--- config.mk ---
export PLATFORM = sky130hd
export DESIGN_NAME = isa_host_if_flat
export DESIGN_NICKNAME = d
export VERILOG_FILES = /design/src/rtl/isa_host_if_pkg.sv /design/src/rtl/isa_host_if_if.sv /design/src/rtl/isa_strobe_sync.sv /design/src/rtl/isa_host_if.sv /design/src/flat_wrapper.sv
export SDC_FILE = /design/constraint.sdc
export NUM_CORES = 1
export LEC_CHECK = 0
export BUFFER_PORTS_ARGS = -buffer_cell sky130_fd_sc_hd__buf_2
export CELL_PAD_IN_SITES_DETAIL_PLACEMENT = 0
export CELL_PAD_IN_SITES_GLOBAL_PLACEMENT = 1
export CORE_AREA = 2 2 94 105
export CTS_CLUSTER_DIAMETER = 50
export CTS_CLUSTER_SIZE = 24
export DETAILED_ROUTE_END_ITERATION = 6
export DIE_AREA = 0 0 96 107
export PLACE_DENSITY = 0.76
export SETUP_SLACK_MARGIN = 0.5
export SLEW_MARGIN = 20
export SYNTH_ARGS = -nofsm -noshare
export SYNTH_HDL_FRONTEND = slang
export SYNTH_SLANG_ARGS = --single-unit
--- constraint.sdc ---
create_clock -name clk -period 2.1 [get_ports clk]
set_input_delay 0.42 -clock clk [delete_from_list [all_inputs] [get_ports clk]]
set_output_delay 0.42 -clock clk [all_outputs]
set_load 0.02 [all_outputs]
--- src/rtl/isa_host_if_pkg.sv ---
// -----------------------------------------------------------------------------
// isa_host_if_pkg
// Shared definitions for the ISA host interface: I/O register offsets inside
// the 16-byte window, the VRAM handshake state encoding and the write mask
// applied to control register 0.
// Ports: none (package).
// -----------------------------------------------------------------------------
package isa_host_if_pkg;

    localparam logic [3:0] OFF_CRTC_IDX  = 4'h4;
    localparam logic [3:0] OFF_CRTC_DATA = 4'h5;
    localparam logic [3:0] OFF_CTRL_BASE = 4'h8;
    localparam logic [3:0] OFF_STATUS    = 4'hA;
    localparam logic [3:0] OFF_CONFIG    = 4'hF;

    typedef enum logic [1:0] {
        ST_IDLE = 2'd0,
        ST_REQ  = 2'd1,
        ST_HOLD = 2'd2
    } mem_state_t;

    // Bit 7 (window page select) and bit 1 are only writable once the
    // matching config bit has been set; otherwise they are stored as 0.
    function automatic logic [7:0] mask_ctrl0(input logic [7:0] data,
                                              input logic [1:0] cfg);
        return {data[7] & cfg[1], data[6:2], data[1] & cfg[0], data[0]};
    endfunction

endpackage

--- src/rtl/isa_host_if_if.sv ---
// -----------------------------------------------------------------------------
// isa_host_if_if
// ISA bus bundle between the host (master) and the card (slave).
// Signals: bus_a[19:0] address, bus_d[7:0] write data, bus_aen DMA address
// enable, bus_ior_l/bus_iow_l/bus_memr_l/bus_memw_l active-low strobes,
// bus_out[7:0] card read data, bus_dir high while the card drives the bus.
// -----------------------------------------------------------------------------
interface isa_host_if_if;
    import isa_host_if_pkg::*;

    logic [19:0] bus_a;
    logic [7:0]  bus_d;
    logic        bus_aen;
    logic        bus_ior_l;
    logic        bus_iow_l;
    logic        bus_memr_l;
    logic        bus_memw_l;
    logic [7:0]  bus_out;
    logic        bus_dir;

    modport master (
        output bus_a, bus_d, bus_aen, bus_ior_l, bus_iow_l, bus_memr_l, bus_memw_l,
        input  bus_out, bus_dir
    );

    modport slave (
        input  bus_a, bus_d, bus_aen, bus_ior_l, bus_iow_l, bus_memr_l, bus_memw_l,
        output bus_out, bus_dir
    );

endinterface

--- src/rtl/isa_strobe_sync.sv ---
// -----------------------------------------------------------------------------
// isa_strobe_sync
// Brings one asynchronous active-low ISA strobe into the clk domain and flags
// its falling edge once, regardless of how long the strobe stays low.
// Ports: clk, reset (sync, active-high), strobe_l (async strobe),
//        sync_l (synchronised level), fall (one-cycle falling-edge flag).
// -----------------------------------------------------------------------------
module isa_strobe_sync #(
    parameter int SYNC_STAGES = 2
) (
    input  logic clk,
    input  logic reset,
    input  logic strobe_l,
    output logic sync_l,
    output logic fall
);
    import isa_host_if_pkg::*;

    logic [SYNC_STAGES-1:0] chain_r;
    logic                   prev_r;

    // Synchroniser chain plus one delayed copy for edge detection; idle high.
    always_ff @(posedge clk) begin
        if (reset) begin
            chain_r <= {SYNC_STAGES{1'b1}};
            prev_r  <= 1'b1;
        end else begin
            chain_r <= {chain_r[SYNC_STAGES-2:0], strobe_l};
            prev_r  <= chain_r[SYNC_STAGES-1];
        end
    end

    assign sync_l = chain_r[SYNC_STAGES-1];
    // Both operands are flops, so the flag is a clean single-cycle pulse.
    assign fall   = prev_r & ~chain_r[SYNC_STAGES-1];

endmodule

--- src/rtl/isa_host_if.sv ---
// -----------------------------------------------------------------------------
// isa_host_if
// ISA slave for a display card: 16-byte I/O window (CRTC index/data, control
// registers, status, config) and a 32 KB memory window forwarded to VRAM via a
// request/acknowledge handshake. Optional macro ISA_CTRL_READBACK_EN makes the
// control and config registers readable.
// Ports: clk, reset (sync, active-high); bus (isa_host_if_if.slave);
//        status_in, crtc_rdata (read sources); crtc_idx, crtc_wr, crtc_wdata
//        (CRTC access); ctrl (control registers); mem_req, mem_we, mem_addr,
//        mem_wdata, mem_ack, mem_rdata (VRAM handshake).
// -----------------------------------------------------------------------------
module isa_host_if
    import isa_host_if_pkg::*;
#(
    parameter logic [19:0] IO_BASE     = 20'h3B0,
    parameter int          NUM_CTRL    = 2,
    parameter logic [31:0] CTRL_RESET  = {4{8'h28}},
    parameter logic [4:0]  MEM_BASE    = 5'b10110,
    parameter int          SYNC_STAGES = 2
) (
    input  logic                  clk,
    input  logic                  reset,
    isa_host_if_if.slave          bus,
    input  logic [7:0]            status_in,
    input  logic [7:0]            crtc_rdata,
    output logic [4:0]            crtc_idx,
    output logic                  crtc_wr,
    output logic [7:0]            crtc_wdata,
    output logic [8*NUM_CTRL-1:0] ctrl,
    output logic                  mem_req,
    output logic                  mem_we,
    output logic [15:0]           mem_addr,
    output logic [7:0]            mem_wdata,
    input  logic                  mem_ack,
    input  logic [7:0]            mem_rdata
);

    localparam logic [2:0] NUM_CTRL_W = 3'(NUM_CTRL);

    logic ior_sync_s, ior_fall_s, iow_sync_s, iow_fall_s;
    logic memr_sync_s, memr_fall_s, memw_sync_s, memw_fall_s;
    logic unused_s;

    isa_strobe_sync #(.SYNC_STAGES(SYNC_STAGES)) u_sync_ior (
        .clk(clk), .reset(reset), .strobe_l(bus.bus_ior_l), .sync_l(ior_sync_s), .fall(ior_fall_s));
    isa_strobe_sync #(.SYNC_STAGES(SYNC_STAGES)) u_sync_iow (
        .clk(clk), .reset(reset), .strobe_l(bus.bus_iow_l), .sync_l(iow_sync_s), .fall(iow_fall_s));
    isa_strobe_sync #(.SYNC_STAGES(SYNC_STAGES)) u_sync_memr (
        .clk(clk), .reset(reset), .strobe_l(bus.bus_memr_l), .sync_l(memr_sync_s), .fall(memr_fall_s));
    isa_strobe_sync #(.SYNC_STAGES(SYNC_STAGES)) u_sync_memw (
        .clk(clk), .reset(reset), .strobe_l(bus.bus_memw_l), .sync_l(memw_sync_s), .fall(memw_fall_s));

    // I/O reads are served combinationally, so the synchronised read strobe
    // has no consumer; only the level of memr is needed to leave HOLD.
    assign unused_s = ^{ior_sync_s, ior_fall_s, iow_sync_s, memw_sync_s};

    logic [8*NUM_CTRL-1:0] ctrl_r;
    logic [1:0]            cfg_r;
    logic [4:0]            crtc_idx_r;
    logic                  crtc_wr_r;
    logic [7:0]            crtc_wdata_r;

    logic       io_sel_s, ctrl_hit_s, mem_sel_s;
    logic [3:0] off_s;

    assign off_s      = bus.bus_a[3:0];
    assign io_sel_s   = ~bus.bus_aen && (bus.bus_a[19:4] == IO_BASE[19:4]);
    assign ctrl_hit_s = (off_s[3:2] == OFF_CTRL_BASE[3:2]) && ({1'b0, off_s[1:0]} < NUM_CTRL_W);
    // Control bit 7 flips the window to the upper 32 KB page.
    assign mem_sel_s  = (bus.bus_a[19:16] == MEM_BASE[4:1]) &&
                        (bus.bus_a[15] == (MEM_BASE[0] | ctrl_r[7]));

    // I/O write side: CRTC index/data, control registers and config.
    always_ff @(posedge clk) begin
        if (reset) begin
            ctrl_r       <= CTRL_RESET[8*NUM_CTRL-1:0];
            cfg_r        <= 2'b00;
            crtc_idx_r   <= 5'd0;
            crtc_wr_r    <= 1'b0;
            crtc_wdata_r <= 8'h00;
        end else begin
            crtc_wr_r <= 1'b0;
            if (iow_fall_s && io_sel_s) begin
                case (off_s)
                    OFF_CRTC_IDX:  crtc_idx_r <= bus.bus_d[4:0];
                    OFF_CRTC_DATA: begin
                        crtc_wr_r    <= 1'b1;
                        crtc_wdata_r <= bus.bus_d;
                    end
                    OFF_CONFIG:    cfg_r <= bus.bus_d[1:0];
                    default:       ;
                endcase
                if (ctrl_hit_s) begin
                    for (int i = 0; i < NUM_CTRL; i++) begin
                        if (off_s[1:0] == 2'(i)) begin
                            ctrl_r[8*i +: 8] <= (i == 0) ? mask_ctrl0(bus.bus_d, cfg_r) : bus.bus_d;
                        end
                    end
                end
            end
        end
    end

    mem_state_t state_r, state_nx_s;
    logic       start_s, capture_s;
    logic       mem_req_r, mem_we_r;
    logic [15:0] mem_addr_r;
    logic [7:0]  mem_wdata_r, rdata_r;

    // VRAM handshake state register and request/data latches.
    always_ff @(posedge clk) begin
        if (reset) begin
            state_r     <= ST_IDLE;
            mem_req_r   <= 1'b0;
            mem_we_r    <= 1'b0;
            mem_addr_r  <= 16'h0000;
            mem_wdata_r <= 8'h00;
            rdata_r     <= 8'h00;
        end else begin
            state_r   <= state_nx_s;
            mem_req_r <= (state_nx_s == ST_REQ);
            if (start_s) begin
                mem_addr_r  <= bus.bus_a[15:0];
                mem_we_r    <= memw_fall_s;
                mem_wdata_r <= bus.bus_d;
            end
            if (capture_s) begin
                rdata_r <= mem_rdata;
            end
        end
    end

    // VRAM handshake next state; edges seen outside IDLE are dropped.
    always_comb begin
        state_nx_s = state_r;
        start_s    = 1'b0;
        capture_s  = 1'b0;
        case (state_r)
            ST_IDLE: begin
                if ((memr_fall_s || memw_fall_s) && mem_sel_s) begin
                    start_s    = 1'b1;
                    state_nx_s = ST_REQ;
                end else begin
                    state_nx_s = ST_IDLE;
                end
            end
            ST_REQ: begin
                if (mem_ack) begin
                    capture_s  = ~mem_we_r;
                    state_nx_s = mem_we_r ? ST_IDLE : ST_HOLD;
                end else begin
                    state_nx_s = ST_REQ;
                end
            end
            ST_HOLD: begin
                if (memr_sync_s) begin
                    state_nx_s = ST_IDLE;
                end else begin
                    state_nx_s = ST_HOLD;
                end
            end
            default: state_nx_s = ST_IDLE;
        endcase
    end

    logic [7:0] bus_out_s;
    logic       bus_dir_s;
`ifdef ISA_CTRL_READBACK_EN
    logic [7:0] ctrl_rd_s;

    // Select the addressed control register for readback.
    always_comb begin
        ctrl_rd_s = 8'h00;
        for (int i = 0; i < NUM_CTRL; i++) begin
            if (off_s[1:0] == 2'(i)) begin
                ctrl_rd_s = ctrl_r[8*i +: 8];
            end else begin
                ctrl_rd_s = ctrl_rd_s;
            end
        end
    end
`endif

    // Read data and bus direction follow the raw strobes so the host sees
    // data within its own read cycle.
    always_comb begin
        bus_out_s = 8'h00;
        bus_dir_s = 1'b0;
        if (!bus.bus_memr_l && mem_sel_s) begin
            bus_out_s = rdata_r;
            bus_dir_s = 1'b1;
        end else if (!bus.bus_ior_l && io_sel_s && off_s == OFF_STATUS) begin
            bus_out_s = status_in;
            bus_dir_s = 1'b1;
        end else if (!bus.bus_ior_l && io_sel_s && off_s == OFF_CRTC_DATA) begin
            bus_out_s = crtc_rdata;
            bus_dir_s = 1'b1;
`ifdef ISA_CTRL_READBACK_EN
        end else if (!bus.bus_ior_l && io_sel_s && off_s == OFF_CONFIG) begin
            bus_out_s = {6'b000000, cfg_r};
            bus_dir_s = 1'b1;
        end else if (!bus.bus_ior_l && io_sel_s && ctrl_hit_s) begin
            bus_out_s = ctrl_rd_s;
            bus_dir_s = 1'b1;
`endif
        end else begin
            bus_out_s = 8'h00;
            bus_dir_s = 1'b0;
        end
    end

    assign bus.bus_out = bus_out_s;
    assign bus.bus_dir = bus_dir_s;
    assign crtc_idx    = crtc_idx_r;
    assign crtc_wr     = crtc_wr_r;
    assign crtc_wdata  = crtc_wdata_r;
    assign ctrl        = ctrl_r;
    assign mem_req     = mem_req_r;
    assign mem_we      = mem_we_r;
    assign mem_addr    = mem_addr_r;
    assign mem_wdata   = mem_wdata_r;

endmodule
--- src/flat_wrapper.sv ---
// flat-port wrapper written by rule: the top's interface ports become plain ports
module isa_host_if_flat import isa_host_if_pkg::*;
#(
    parameter logic [19:0] IO_BASE     = 20'h3B0,
    parameter int          NUM_CTRL    = 2,
    parameter logic [31:0] CTRL_RESET  = {4{8'h28}},
    parameter logic [4:0]  MEM_BASE    = 5'b10110,
    parameter int          SYNC_STAGES = 2
)
  (clk, reset, status_in, crtc_rdata, crtc_idx, crtc_wr, crtc_wdata, ctrl, mem_req, mem_we, mem_addr, mem_wdata, mem_ack, mem_rdata, bus_bus_a, bus_bus_d, bus_bus_aen, bus_bus_ior_l, bus_bus_iow_l, bus_bus_memr_l, bus_bus_memw_l, bus_bus_out, bus_bus_dir);
  isa_host_if_if bus_i ();
  input  logic clk;
  input  logic reset;
  input  logic [7:0] status_in;
  input  logic [7:0] crtc_rdata;
  output logic [4:0] crtc_idx;
  output logic crtc_wr;
  output logic [7:0] crtc_wdata;
  output logic [8*NUM_CTRL-1:0] ctrl;
  output logic mem_req;
  output logic mem_we;
  output logic [15:0] mem_addr;
  output logic [7:0] mem_wdata;
  input  logic mem_ack;
  input  logic [7:0] mem_rdata;
  input wire logic [$bits(bus_i.bus_a)-1:0] bus_bus_a;
  input wire logic [$bits(bus_i.bus_d)-1:0] bus_bus_d;
  input wire logic [$bits(bus_i.bus_aen)-1:0] bus_bus_aen;
  input wire logic [$bits(bus_i.bus_ior_l)-1:0] bus_bus_ior_l;
  input wire logic [$bits(bus_i.bus_iow_l)-1:0] bus_bus_iow_l;
  input wire logic [$bits(bus_i.bus_memr_l)-1:0] bus_bus_memr_l;
  input wire logic [$bits(bus_i.bus_memw_l)-1:0] bus_bus_memw_l;
  output wire logic [$bits(bus_i.bus_out)-1:0] bus_bus_out;
  output wire logic [$bits(bus_i.bus_dir)-1:0] bus_bus_dir;
  assign bus_i.bus_a = bus_bus_a;
  assign bus_i.bus_d = bus_bus_d;
  assign bus_i.bus_aen = bus_bus_aen;
  assign bus_i.bus_ior_l = bus_bus_ior_l;
  assign bus_i.bus_iow_l = bus_bus_iow_l;
  assign bus_i.bus_memr_l = bus_bus_memr_l;
  assign bus_i.bus_memw_l = bus_bus_memw_l;
  assign bus_bus_out = bus_i.bus_out;
  assign bus_bus_dir = bus_i.bus_dir;
  isa_host_if #(.IO_BASE(IO_BASE), .NUM_CTRL(NUM_CTRL), .CTRL_RESET(CTRL_RESET), .MEM_BASE(MEM_BASE), .SYNC_STAGES(SYNC_STAGES)) u_core (.clk(clk), .reset(reset), .bus(bus_i), .status_in(status_in), .crtc_rdata(crtc_rdata), .crtc_idx(crtc_idx), .crtc_wr(crtc_wr), .crtc_wdata(crtc_wdata), .ctrl(ctrl), .mem_req(mem_req), .mem_we(mem_we), .mem_addr(mem_addr), .mem_wdata(mem_wdata), .mem_ack(mem_ack), .mem_rdata(mem_rdata));
endmodule
==> results of run 1 <==
[synth_stat cells, types with 3 or more instances]
cell / instances
nand2_1: 10
a21oi_1: 30
clkbuf_1: 13
dfxtp_1: 77
nor3_1: 3
nand3b_1: 5
o21ai_0: 15
nor3b_1: 3
o21ai_1: 16
inv_1: 17
or4_1: 3
nor2_1: 37
nand4_1: 5
or2_2: 8
o221ai_1: 8
mux2i_1: 33
buf_2: 11
nand3_1: 30
nor2b_1: 3
[through the flow]
stage | TNS [ns] | setup slack [ns] | hold WS, ns | std cells | area (µm²)
after floorplan | -0.303 | -0.0433 | 0.389 | 353 | 3280
after global placement | -0.857 | -0.122 | 0.394 | 596 | 4130
after detailed placement | -0.794 | -0.130 | 0.392 | 596 | 4130
after CTS | -0.0758 | -0.0238 | 0.236 | 614 | 4520
after global routing | -0.698 | -0.0985 | 0.244 | 621 | 4760
final | -0.148 | -0.0278 | 0.249 | 621 | 4760
[worst max path at each step]
stage                         startpoint        endpoint  slack [ns]
after floorplan            bus_bus_a[17]  bus_bus_out[0]       -0.04
after global placement     bus_bus_a[13]  bus_bus_out[4]       -0.12
after detailed placement   bus_bus_a[13]  bus_bus_out[4]       -0.13
after CTS                 u_core.ctrl[7]  bus_bus_out[4]       -0.02
after global routing      u_core.ctrl[7]  bus_bus_out[4]        -0.1
final                     u_core.ctrl[7]  bus_bus_out[4]       -0.03
[report_power, final]
part	internal [mW]	total [mW]	leakage [nW]	switching [mW]
clock	0.785	1.33	0.119	0.543
sequential	1.47	1.47	0.622	0.00371
combinational	0.103	0.214	1.47	0.111
[cells by family (layout without fill, tap and decap cells)]
family / after synthesis / count (layout) / synth area share, %
AO/OA/AOI/OAI: 72 / 72 / 12.5
XOR/XNOR: 1 / 1 / 0.275
buffers and inverters: 41 / 192 / 5.27
flip-flops: 77 / 77 / 48.4
multiplexers: 33 / 33 / 10.4
AND/OR/NAND/NOR: 129 / 129 / 23.1
[flip-flops by register name, summed over array words and instances (netlist names), 5 cells and up]
signal and count:
u_core.crtc_idx 5, u_core.crtc_wdata 8, u_core.ctrl 16, u_core.mem_addr 16, u_core.mem_wdata 8, u_core.rdata_r 8
[metal layers]
metal	up-vias	share of wire, %	GRT usage (%)
li1	1541	-	-
met1	1428	42	23.6
met2	134	49	29.7
met3	7	8.3	3.44
met4	0	0.78	6.73
met5	-	0	0
[final cells by class]
class / instances / area share (%)
multi-input cells: 235 / 35.7
flip-flops and latches: 77 / 32.5
repair buffers: 160 / 22.4
well taps: 117 / 3.07
clock buffers: 9 / 2.60
clock inverters: 6 / 2.37
inverters: 17 / 1.34
[repair_timing]
| item | 4_1_cts | 5_1_grt |
|---|---|---|
| setup endpoints to repair | 11 | 47 |
| setup buffers | 2 | 4 |
| cloned | 1 | 3 |
| pin swaps | 13 | 9 |
| gates resized for setup | 31 | 43 |
[worst max-delay path: cells and delay by family (launching register included)]
kind | cells | cell delay [ns]
compound gates | 1 | 0.13
simple gates | 2 | 0.37
buf+inv | 2 | 0.35
flops | 1 | 0.37
xor+xnor | 1 | 0.15
==> impl_metrics.ini, run 1 <==
[clocking]
cts-hold-fix-buffers = 0
cts-root-buf = clkbuf_8
cts.sinks = 77
cts.clk_slew.worst_paths_ns = 0.08
cts_htree_levels = 3
cts_made_buffers = 9
cts_tree = built
insertion_delay_ns = 0.35
cts_max_path_buffers = 2

[timing]
timing.final.ws_setup_ns = -0.0278
tightest_slew_ns = 0.799
finalSetupViolations = 8
slew_violations = 0
rsz0062_at_grt = true
max_slew_margin_pct = 46.7
fmaxAchievable_mhz = 470
finalHoldViolCount = 0
finClkSkew_ns = 0.0101
fin_crit_sh_pct = 101
finalCriticalPeriod_ns = 2.13

[status]
outcome = complete, but fails checks
violations = negative setup slack

[flow_run]
drv_cap = 0

[critical_path]
worst_r2r_endpoint = u_core.mem_addr[0]
r2r_slack_ns = 0.44
crit_fanout = 8
critPathCaptureType = output port
max_stage_delay_ns = 0.37
worst_r2r_path_depth = 8
required_ns = 1.68
arrival_ns = 1.71
critPathSlowestCell = dfxtp_4
rr_startpoint = u_core.ctrl[7]
startpoint_type = flip-flop
path_cells = xnor2_4, and3_4, nand4b_1, buf_6, o221ai_2, buf_4
worstSetupPathType = flip-flop to output port

[cells_and_area]
multi_input_area_um2 = 1700
drive_gt1_share_pct = 44.6
antennaDiodeCount = 0
syn_to_final_growth_pct = 49.6
final_common_cell = buf_2
fillers = 880
layout_common_cells = buf_2, dfxtp_1, nor2_1
finalCoreUtilization_pct = 51.7
regArea_um2 = 1550
fin_nets = 560

[floorplanning]
core_region_area_um2 = 9210
die_w_um = 96
pin_count = 125
die_area_um2 = 10300
rows = 37
die_y_um = 107
initial_core_util_pct = 34.5

[min_path]
min_from = bus_bus_memw_l
holdPathEnd = u_core.u_sync_memw.chain_r[0]
min-delay-path-class = input port to flip-flop
holdPathStages = 2

[detailed_routing]
drt_first_pass_iters = 4
routed_via_density = 5.01
drtAntennaViolNets = 0
drc = 0
drtIter0Drc = 161
wl_per_cell_um = 15.4
wl_um = 9580
vias = 3110

[synth]
synth_nets = 413
yosysWarningCount = 0
syn_inst = 353
synth_edf_count = 0
yosysTopAreaCell = dfxtp_1
yosys.area.top_type_share_pct = 48.4
ys_types = 39
syn_area_um2 = 3180
synthesis.area_per_instance_um2 = 9.01
synth_seq_area_share_pct = 48.4
yosys_most_used_dff = dfxtp_1
ys_ff_latch = 77
synth_area_leaders = dfxtp_1, mux2i_1, a21oi_1, nand3_1, nor2_1
synthArstFlopShare_pct = 0

[global_routing]
antenna_found_initial = 0
grt_usage_pct = 18.2
grt-ovfl-total = 0
grt_pass1_vias = 2947
grt_max_degree = 46
grt_pass1_wl_um = 14400

[pwr]
ir_drop_v = 0.000438
power_density_nw_per_um2 = 633
finalPower_mw = 3.01
leakage_nw = 2.22

[place]
port_buffers = 124
hpwl_um = 6670
place.gp.congestion = 0.785
No activity file was read; power rests on OpenSTA's default activity.
==> run 2, diff against run 1 <==
Settings changed: ABC_AREA set to 1, CORE_AREA 2 2 94 105 to 2 2 93 104, DIE_AREA 0 0 96 107 to 0 0 95 106, PLACE_DENSITY 0.76 to 0.82.
Clock period 2.1 ns to 2.5 ns, I/O delays scaled along.
==> impl_metrics.ini, run 2 <==
[global_routing]
grt_usage_pct = 18.8
antenna_found_initial = 0
grt_max_degree = 31
grt_pass1_wl_um = 14900
grt-ovfl-total = 0
grt_pass1_vias = 3174

[synth]
synth_commonest_cells = nor2_1, nand2_1, dfxtp_1
synth_edf_count = 0
ys_ff_latch = 77
syn_area_um2 = 3190
synth_fa_ha_area_share_pct = 0
synth_compound_area_share_pct = 8.25
synth_area_leaders = dfxtp_1, nor2_1, nand2_1, nand3_1, inv_1
synth.most_common_cell = nor2_1
yosysTopAreaCell = dfxtp_1
synth_nets = 509
yosysWarningCount = 0
yosys_most_used_dff = dfxtp_1
synthMuxAreaShare_pct = 0
syn_inst = 449
synth_top_family_by_area = simple AND/OR/NAND/NOR gates
ys_types = 27
synthesis.area_per_instance_um2 = 7.09
synthArstFlopShare_pct = 0
yosys.area.top_type_share_pct = 48.4
synth_seq_area_share_pct = 48.4
synth-simple-area-share_pct = 35.0
synth_xor_area_share_pct = 0.275

[cells_and_area]
final_area_um2 = 4640
finalCoreUtilization_pct = 50.8
fillers = 947
final_common_cell = buf_2
layout.cells.non_filler = 727
fin_nets = 665
antennaDiodeCount = 0
syn_to_final_growth_pct = 45.5
layout_common_cells = buf_2, nor2_1, nand2_1
drive_gt1_share_pct = 36.7

[critical_path]
startpoint_type = input port
rr_startpoint = u_core.ctrl[7]
startpoint = bus_bus_a[19]
worstSetupPathType = input port to output port
critPathCaptureType = output port
crit_fanout = 5
required_ns = 2.00
arrival_ns = 1.70

[timing]
slew_violations = 0
fmaxAchievable_mhz = 455
whs_ns = 0.333
tns_ns = 0
tightest_slew_ns = 0.689
finalSetupViolations = 0
fin_crit_sh_pct = 87.8
finClkSkew_ns = 0.00954
finalCriticalPeriod_ns = 2.20
rsz0062_at_grt = true
finalHoldViolCount = 0
max_slew_margin_pct = 53.7

[clocking]
cts_made_buffers = 9
cts.sinks = 77
cts-hold-fix-buffers = 0
cts.clk_slew.worst_paths_ns = 0.08
cts_tree = built
cts_max_path_buffers = 2
insertion_delay_ns = 0.35
cts-root-buf = clkbuf_8
cts_htree_levels = 3

[place]
hpwl_um = 6540
placedInstanceArea_um2 = 3900
port_buffers = 124
dp_cells = 682
place.gp.congestion = 0.760

[pwr]
seqPwrFrac_pct = 52.1
ir_drop_v = 0.000289
p_switching_uw = 583
p_comb_share_pct = 9.1
leakage_nw = 2.24
p_sw_share_pct = 24.6
pwr-share-clk_pct = 38.8
power_density_nw_per_um2 = 512
p_int_mw = 1.79

[status]
outcome = finished clean

[floorplanning]
pin_count = 125
core_region_area_um2 = 9120
initial_core_util_pct = 34.9
rows = 37
die_y_um = 106
die_w_um = 95
die_area_um2 = 10100

[min_path]
min-delay-path-class = input port to flip-flop
min_from = bus_bus_memw_l

[flow_run]
drv_cap = 0

[detailed_routing]
routed_via_density = 4.70
drc = 0
drtIter0Drc = 162
wl_um = 9910
vias = 3416
drtAntennaViolNets = 0
wl_per_cell_um = 13.6
drt_first_pass_iters = 4
==> run 2: changes by cell type after synthesis, moves of 7 or more <==
cell	change
inv_1	+20
buf_2	-8
mux2i_1	-33
o221ai_1	-8
a21oi_1	-11
nand2_1	+87
clkbuf_1	-7
nor2_1	+73
==> run 2: final timing paths <==
path	end	depth (start not counted)	slack, ns
worst min register to register	u_core.u_sync_iow.chain_r[1]	1	0.41
worst max-delay path	bus_bus_out[7]	10	0.30
worst max register to register	u_core.mem_addr[13]	7	0.78
worst min-delay path	u_core.u_sync_memw.chain_r[0]	2	0.33
==> run 2: area by class of cell <==
cell class	instances	area (µm²)	share of cell area [%]
Inverter	42	163	3.51
Sequential cell	77	1540	33.3
Timing Repair Buffer	156	1000	21.6
Clock buffer	10	128	2.75
Tap cell	117	146	3.16
Multi-Input combinational cell	319	1590	34.4
Clock inverter	6	63.8	1.38
==> run 2: critical path, stage by stage <==
cell and delay [ns]:
buf_8 0.10, nor2_4 0.12, nand2_2 0.06, nor2_2 0.12
nand4_1 0.13, buf_4 0.18, nor2_4 0.18, nand2_1 0.10
nand3_2 0.09, buf_6 0.11
==> run 2: kinds of logic (layout without fill, tap and decap cells) <==
family | Yosys count | count (layout)
flops | 77 | 77
xor+xnor | 1 | 1
compound gates | 52 | 52
simple gates | 263 | 266
buf+inv | 56 | 214
==> run 2: power by group through the flow <==
stage               clock (mW)  sequential [mW]  combinational, mW
floorplan                    0             1.27             0.0658
global placement             0             1.27              0.156
detailed placement           0             1.27              0.157
CTS                      0.950             1.24              0.195
global route              1.01             1.24              0.236
finish                   0.920             1.24              0.216
==> run 2: metrics by stage <==
step	power [mW]	setup WS, ns
CTS	2.38	0.337
floorplan	1.34	0.545
global placement	1.42	0.157
finish	2.37	0.304
detailed placement	1.42	0.128
global route	2.49	0.219
==> run 2: timing repair <==
action                                  4_1_cts  5_1_grt
cloned                                        2        1
pin swaps                                    26       23
buffers inserted                             23        3
gates resized for setup                      48       37
endpoints found under the setup margin        9       28
==> run 2: routing by layer <==
| layer | vias up | part of all wire (%) | track usage, % |
|---|---|---|---|
| li1 | 1729 | - | - |
| met1 | 1555 | 43 | 23.3 |
| met2 | 124 | 49 | 31.3 |
| met3 | 8 | 6.8 | 4.96 |
| met4 | 0 | 0.97 | 6.83 |
| met5 | - | 0 | 0 |
==> run 3, diff against run 2 <==
Settings changed: CORE_AREA 2 2 93 104 to 2 2 98 100, DIE_AREA 0 0 95 106 to 0 0 100 102, PLACE_DENSITY 0.82 to 0.93.
==> impl_metrics.ini, run 3 (synthesized netlist as in run 2, its figures left out) <==
[cells_and_area]
final_area_um2 = 4600
antennaDiodeCount = 0
layout_common_cells = buf_2, nor2_1, nand2_1
fin_nets = 656
final_common_cell = buf_2
drive_gt1_share_pct = 37.4
syn_to_final_growth_pct = 44.5

[pwr]
ir_drop_v = 0.000247
leakage_nw = 2.20
seqPwrFrac_pct = 51.0
power_density_nw_per_um2 = 527
pwr-share-clk_pct = 40.4
p_sw_share_pct = 25.8
p_int_mw = 1.80
p_comb_share_pct = 8.6
p_switching_uw = 626

[critical_path]
rr_startpoint = u_core.ctrl[7]
worstSetupPathType = input port to output port
worst_r2r_path_depth = 7
critPathCaptureType = output port
path_common_cell = nor2_4
required_ns = 2.00
worst_r2r_endpoint = u_core.mem_addr[0]
critPathSlowestCell = buf_6
arrival_ns = 1.70
r2r_slack_ns = 0.71
crit_fanout = 5
startpoint_type = input port
max_stage_delay_ns = 0.17
path_cells = buf_8, nor2_4, nand3_2, nor2_4, nand4_1, buf_6, nor2_4, nand2_1, nand3_2, buf_6

[detailed_routing]
wl_um = 9830
wl_per_cell_um = 13.8
drc = 0
routed_via_density = 4.75
drtAntennaViolNets = 0
drtIter0Drc = 135
vias = 3381
drt_first_pass_iters = 4

[timing]
finalCriticalPeriod_ns = 2.20
fmaxAchievable_mhz = 455
slew_violations = 0
tns_ns = 0
finalHoldViolCount = 0
rsz0062_at_grt = true
finalSetupViolations = 0
fin_crit_sh_pct = 88.0
tightest_slew_ns = 0.796
finClkSkew_ns = 0.0125
whs_ns = 0.332
max_slew_margin_pct = 46.4

[flow_run]
drv_cap = 0

[place]
placedInstanceArea_um2 = 3880
hpwl_um = 6700
port_buffers = 124
place.gp.congestion = 0.775

[global_routing]
grt_pass1_vias = 3252
grt-ovfl-total = 0
grt_pass1_wl_um = 15000
antenna_found_initial = 0
grt_usage_pct = 18.8
grt_max_degree = 33

[status]
outcome = finished clean

[min_path]
holdPathStages = 2
min-delay-path-class = input port to flip-flop
min_from = bus_bus_memw_l
holdPathEnd = u_core.u_sync_memw.chain_r[0]

[floorplanning]
die_area_um2 = 10200
initial_core_util_pct = 35.0
die_w_um = 100
die_y_um = 102
pin_count = 125
rows = 35
core_region_area_um2 = 9110

[clocking]
cts_tree = built
cts_htree_levels = 3
cts.sinks = 77
cts-root-buf = clkbuf_8
cts.clk_slew.worst_paths_ns = 0.09
cts_made_buffers = 9
insertion_delay_ns = 0.35
cts_max_path_buffers = 2
[run 3: how the worst max path moves through the flow]
stage	start	cells after the start	end	slack, ns
3_3_place_gp	bus_bus_a[10]	9	bus_bus_out[2]	0.23
3_5_place_dp	bus_bus_a[10]	9	bus_bus_out[4]	0.11
5_1_grt	bus_bus_a[17]	10	bus_bus_out[6]	0.20
2_1_floorplan	bus_bus_a[16]	7	bus_bus_out[0]	0.55
4_1_cts	bus_bus_a[11]	10	bus_bus_out[2]	0.33
6_report	bus_bus_a[10]	10	bus_bus_out[6]	0.30
[run 3: final cells by class]
class                           count  area (µm²)
Timing Repair Buffer              147         935
Sequential cell                    77        1540
Inverter                           42         163
Fill cell                         959        4510
Multi-Input combinational cell    319        1620
Clock inverter                      7        80.1
Tap cell                          111         139
Clock buffer                        9         124
[run 3: layer usage]
layer	track usage, %	wire (µm)
met5	0	0
met4	6.85	95
met3	4.51	659
met2	34.0	4870
met1	21.8	4210
[run 3: per-stage QoR]
| stage | util [%] | total power, mW | std cells | worst slack (ns) |
|---|---|---|---|---|
| after CTS | 47.3 | 2.42 | 702 | 0.330 |
| after floorplan | - | 1.34 | 449 | 0.545 |
| final | 50.5 | 2.43 | 712 | 0.301 |
| after global placement | 42.6 | 1.42 | 674 | 0.229 |
| after global routing | 50.5 | 2.53 | 712 | 0.202 |
| after detailed placement | 42.6 | 1.42 | 674 | 0.113 |
[run 3: timing repair]
item                       CTS  global route
resized for setup           40            58
setup endpoints to repair    9            28
hold buffers                 0             0
setup buffers               10             9
cloned                       2             1
pin swaps                   14            36
[run 3: worst max-delay path, delay by kind of cell]
kind,cells,cell delay [ns]
buf+inv,3,0.38
simple gates,7,0.80
[run 3: power groups by stage]
stage	clock [mW]	combinational (mW)	sequential, mW
after floorplan	0	0.0658	1.27
after global placement	0	0.155	1.27
after detailed placement	0	0.157	1.27
after CTS	1.01	0.176	1.24
after global routing	1.06	0.229	1.24
final	0.981	0.208	1.24
